File: src/rtl/fp_normalize_round.sv
// Back-end of the single-precision adder: normalizes the raw significand sum one bit
// per cycle, rounds to nearest-even and packs an IEEE-754 result with saturation/flush.
module fp_normalize_round (
    input  logic        clk,
    input  logic        res,
    input  logic        in_valid,
    output logic        in_ready,
    input  logic        sign,
    input  logic [7:0]  exp,
    input  logic [26:0] sum,
    output logic        out_valid,
    input  logic        out_ready,
    output logic [31:0] result,
    output logic        overflow,
    output logic        underflow
);

    localparam int unsigned EW = 9;
    localparam int unsigned MW = 27;
    localparam int unsigned RW = 32;

    typedef enum logic [1:0] {
        IDLE  = 2'd0,
        SHIFT = 2'd1,
        ROUND = 2'd2,
        DONE  = 2'd3
    } state_t;

    state_t          state, state_nxt;
    logic            s, s_nxt;
    logic [EW-1:0]   e, e_nxt;
    logic [MW-1:0]   m, m_nxt;
    logic            renorm, renorm_nxt;
    logic [RW-1:0]   result_nxt;
    logic            overflow_nxt, underflow_nxt;

    logic [EW-1:0]   e_inc, e_dec;
    logic [MW-1:0]   m_rsh, m_lsh, m_rnd;
    logic            rnd_inc;
    logic            in_special, in_zero;

    // Datapath candidates shared by the next-state and output logic
    assign e_inc      = e + EW'(1);
    assign e_dec      = e - EW'(1);
    assign m_rsh      = {1'b0, m[26:2], m[1] | m[0]};
    assign m_lsh      = {m[25:0], 1'b0};
    assign rnd_inc    = m[1] & (m[0] | m[2]);
    assign m_rnd      = m + (rnd_inc ? MW'(4) : MW'(0));
    assign in_special = (exp == 8'hFF);
    assign in_zero    = (sum == MW'(0)) || (exp == 8'h00);

    // State register plus all registered datapath and outputs
    always_ff @(posedge clk) begin
        if (!res) begin
            state     <= IDLE;
            s         <= 1'b0;
            e         <= '0;
            m         <= '0;
            renorm    <= 1'b0;
            in_ready  <= 1'b1;
            out_valid <= 1'b0;
            result    <= '0;
            overflow  <= 1'b0;
            underflow <= 1'b0;
        end else begin
            state     <= state_nxt;
            s         <= s_nxt;
            e         <= e_nxt;
            m         <= m_nxt;
            renorm    <= renorm_nxt;
            in_ready  <= (state_nxt == IDLE);
            out_valid <= (state_nxt == DONE);
            result    <= result_nxt;
            overflow  <= overflow_nxt;
            underflow <= underflow_nxt;
        end
    end

    // Next-state logic
    always_comb begin
        state_nxt = state;
        unique case (state)
            IDLE: begin
                if (in_valid) begin
                    if (in_special || in_zero) state_nxt = DONE;
                    else                       state_nxt = SHIFT;
                end
            end
            SHIFT: begin
                if (m[26]) begin
                    // After a rounding carry the single right shift is known to normalize
                    if (e_inc == EW'(255)) state_nxt = DONE;
                    else if (renorm)       state_nxt = ROUND;
                    else                   state_nxt = SHIFT;
                end else if (!m[25]) begin
                    if (e_dec == EW'(0)) state_nxt = DONE;
                    else                 state_nxt = SHIFT;
                end else begin
                    state_nxt = ROUND;
                end
            end
            ROUND: begin
                if (m_rnd[26]) state_nxt = SHIFT;
                else           state_nxt = DONE;
            end
            DONE: begin
                if (out_ready) state_nxt = IDLE;
            end
            default: state_nxt = IDLE;
        endcase
    end

    // Datapath and output next values
    always_comb begin
        s_nxt         = s;
        e_nxt         = e;
        m_nxt         = m;
        renorm_nxt    = renorm;
        result_nxt    = result;
        overflow_nxt  = overflow;
        underflow_nxt = underflow;
        unique case (state)
            IDLE: begin
                if (in_valid) begin
                    s_nxt         = sign;
                    e_nxt         = {1'b0, exp};
                    m_nxt         = sum;
                    renorm_nxt    = 1'b0;
                    overflow_nxt  = 1'b0;
                    underflow_nxt = 1'b0;
                    if (in_special) begin
                        result_nxt   = {sign, 8'hFF, 23'h0};
                        overflow_nxt = 1'b1;
                    end else if (in_zero) begin
                        result_nxt    = {sign, 31'h0};
                        underflow_nxt = (sum != MW'(0));
                    end
                end
            end
            SHIFT: begin
                if (m[26]) begin
                    m_nxt      = m_rsh;
                    e_nxt      = e_inc;
                    renorm_nxt = 1'b0;
                    if (e_inc == EW'(255)) begin
                        result_nxt   = {s, 8'hFF, 23'h0};
                        overflow_nxt = 1'b1;
                    end
                end else if (!m[25]) begin
                    m_nxt = m_lsh;
                    e_nxt = e_dec;
                    if (e_dec == EW'(0)) begin
                        result_nxt    = {s, 31'h0};
                        underflow_nxt = 1'b1;
                    end
                end
            end
            ROUND: begin
                m_nxt      = m_rnd;
                renorm_nxt = m_rnd[26];
                if (!m_rnd[26]) result_nxt = {s, e[7:0], m_rnd[24:2]};
            end
            default: ;
        endcase
    end

endmodule
File: config.mk
export PLATFORM = sky130hd
export DESIGN_NAME = fp_normalize_round
export DESIGN_NICKNAME = d
export VERILOG_FILES = /design/src/rtl/fp_normalize_round.sv
export SDC_FILE = /design/constraint.sdc
export NUM_CORES = 1
export LEC_CHECK = 0
export ABC_AREA = 1
export BUFFER_PORTS_ARGS = -buffer_cell sky130_fd_sc_hd__clkbuf_2
export CAP_MARGIN = 20
export CELL_PAD_IN_SITES_DETAIL_PLACEMENT = 0
export CELL_PAD_IN_SITES_GLOBAL_PLACEMENT = 1
export CORE_ASPECT_RATIO = 0.75
export CORE_MARGIN = 2
export CORE_UTILIZATION = 35
export DETAILED_ROUTE_END_ITERATION = 12
export PLACE_DENSITY_LB_ADDON = 0.1
export SKIP_LAST_GASP = 1
export SYNTH_ARGS = -nofsm -noshare
export SYNTH_HDL_FRONTEND = slang
export SYNTH_SLANG_ARGS = --single-unit
export TNS_END_PERCENT = 30
File: constraint.sdc
create_clock -name clk -period 2.5 [get_ports clk]
set_input_delay 0.375 -clock clk [delete_from_list [all_inputs] [get_ports clk]]
set_output_delay 0.375 -clock clk [all_outputs]
set_load 0.03 [all_outputs]
==> results.json <==
{
  "nets": 955,
  "synth_ff_type": "dfxtp_1",
  "path_common_cell": "nand2_1",
  "cp.required_ns": 2.78,
  "cpMaxStageDelayCell": "dfxtp_1",
  "io_pins": 76,
  "status": "finished clean",
  "numClockSinks": 76,
  "antenna_left": 0,
  "wire_per_inst_um": 17.4,
  "drive_above_1_share_pct": 17.7,
  "grt_pass1_wl_um": 29800,
  "yosysUniqueCellTypes": 44,
  "instances_no_fill": 1111,
  "r2r_slack_ns": 0.16,
  "crit_arrival_ns": 2.62,
  "hold_path_end": "s",
  "syn_inst": 827,
  "vias": 5991,
  "hold_path_startpoint": "sign",
  "finalSetupTns_ns": 0,
  "maxSlewViolCount": 0,
  "endpoint_kind": "register",
  "synth_warnings": 0,
  "ff_latch_area_um2": 1520,
  "period_needed_ns": 2.34,
  "first_pass_iters": 5,
  "drc_errors": 0,
  "track_usage_pct": 24.8,
  "mostFrequentLayoutCells": "179 x nand2_1, 101 x nor2_1, 96 x a21oi_1",
  "gp_congestion": 0.939,
  "finalWirelength_um": 19400,
  "area_delta_synth_final_pct": 20.1,
  "antenna_found_initial": 0,
  "ys_seq_elements": 76,
  "cts.path.max_buffers": 2,
  "finalSetupViolCount": 0,
  "path_buf_inv": 1,
  "seq_area_frac_synth_pct": 29.5,
  "crit_family": "simple AND/OR/NAND/NOR gates",
  "worstPathCellList": "ha_1 > nand2_1 > nor2_1 > nand2_1 > xor2_1 > nand4_4 > nand2_4 > buf_4 > nand4_1 > a21oi_1",
  "hpwl_um": 14500,
  "cts_buffers": 9,
  "hp-class": "in2reg",
  "die_x_um": 144,
  "die_area_um2": 15700,
  "timing.rr.start": "e[1]",
  "first_iter_violations": 687,
  "place_inst": 1091,
  "syn_area_um2": 5150,
  "overflow": 0,
  "cts.clk_slew.worst_paths_ns": 0.07,
  "syn-num-nets": 876,
  "via_per_inst": 5.39,
  "crit_type": "reg2reg",
  "p_leak_uw": 0.00249,
  "grt_max_degree": 36,
  "grt_pass1_vias": 5389,
  "fillCellCount": 1583,
  "multi_input_area_um2": 3120,
  "critical-path-max-stage-delay_ns": 0.41,
  "cts_tree": "yes",
  "io_buffers": 75,
  "hold_path_depth": 3,
  "hold_viol": 0,
  "avgSynthCellArea_um2": 6.23,
  "rsz0062_at_grt": "no",
  "setup.worst_path.start_class": "register",
  "start_util_pct": 35.8,
  "cp_max_fo": 18,
  "die_y_um": 109,
  "r2r-end": "result[12]",
  "coreArea_um2": 14400,
  "fmax_mhz": 428,
  "synth_edf_count": 0,
  "async_flop_share_pct": 0,
  "final_common_cell": "nand2_1",
  "clockRootBuffer": "clkbuf_16",
  "worst_slew_pin_slew_ns": 0.645,
  "clock_latency_ns": 0.36,
  "reg2regPathDepth": 10,
  "slew_headroom_pct": 56.6,
  "finClkSkew_ns": 0.0128,
  "fin_crit_sh_pct": 93.4,
  "htree_levels": 3,
  "rows": 38,
  "ir_worst_vdd_mv": 0.369,
  "powerDensity_nw_per_um2": 672,
  "diodes": 0,
  "drv_cap": 0
}
[cell type report]
class / instances / area share (%)
clock inverters: 7 / 1.05
flip-flops and latches: 76 / 24.6
well taps: 200 / 4.04
repair buffers: 111 / 10.9
multi-input cells: 621 / 50.4
inverters: 87 / 5.34
clock buffers: 9 / 3.64
[cell families after synthesis]
| family | Yosys count | synth area share (%) |
|---|---|---|
| compound gates | 200 | 21.5 |
| xor+xnor | 4 | 0.680 |
| fa+ha+maj | 9 | 2.18 |
| buf+inv | 132 | 11.1 |
| flops | 76 | 29.5 |
| simple gates | 406 | 35.0 |
[layer usage]
metal	vias up	global-route usage, %	share of wire [%]
li1	2955	-	-
met1	2795	39.6	54
met2	228	33.7	39
met3	13	4.66	6.8
met4	0	5.34	0.97
met5	-	0	0
[sequential cells by signal (all words and copies together) (netlist names)]
register   count
renorm         1
in_ready       1
s              1
overflow       1
result        32
underflow      1
state          2
m             27
e              9
out_valid      1
[how the worst max path moves through the flow]
stage,from,endpoint,slack [ns],cells after the start
floorplan,e[0],result[15],0.49,11
global placement,m[1],result[15],0.11,14
detailed placement,m[1],result[9],0.03,14
CTS,m[1],result[9],0.02,14
global route,m[2],result[12],0.003,15
finish,e[1],result[12],0.16,10
[synth_stat cells (3+ instances only)]
cell type	n	area (um^2)
a21oi_1	96	480
a221oi_1	7	61.3
buf_2	6	30.0
buf_4	4	30.0
buf_6	4	45.0
clkbuf_1	28	105
dfxtp_1	76	1520
ha_1	9	113
inv_1	80	300
inv_2	6	22.5
nand2_1	180	676
nand2_2	5	31.3
nand3_1	47	235
nand4_1	38	238
nor2_1	103	387
nor2_2	8	50.1
nor3_1	11	55.1
nor4_1	4	25.0
o211ai_1	10	75.1
o21ai_0	55	275
o21ai_1	6	30.0
o221ai_1	3	26.3
o22ai_1	12	75.1
xor2_1	3	26.3
[through the flow]
step / instance area [um^2] / utilization (%) / setup WS [ns] / power, uW / hold WS, ns
6_report: 6190 / 43.0 / 0.165 / 4160 / 0.277
5_1_grt: 6190 / 43.0 / 0.00343 / 4400 / 0.282
4_1_cts: 6080 / 42.2 / 0.0156 / 4090 / 0.262
3_5_place_dp: 5790 / 40.2 / 0.0313 / 2750 / 0.445
3_3_place_gp: 5790 / 40.2 / 0.112 / 2750 / 0.434
2_1_floorplan: 5150 / - / 0.491 / 2350 / 0.436
[tightest hold or removal path, stage by stage]
cell	delay [ns]
clkbuf_2	0.09
nand3_1	0.06
a21oi_1	0.06
[repair_timing]
item,CTS,global route
endpoints found under the setup margin,0,37
gates resized for setup,0,14
hold buffers,0,0
buffers inserted,0,2
[report_power, final]
part	total [uW]	internal, uW	switching [uW]
clock network	1340	698	640
registers	1490	1330	160
logic	1330	440	893
total	4160	2470	1690
(Power assumes the default switching activity.)
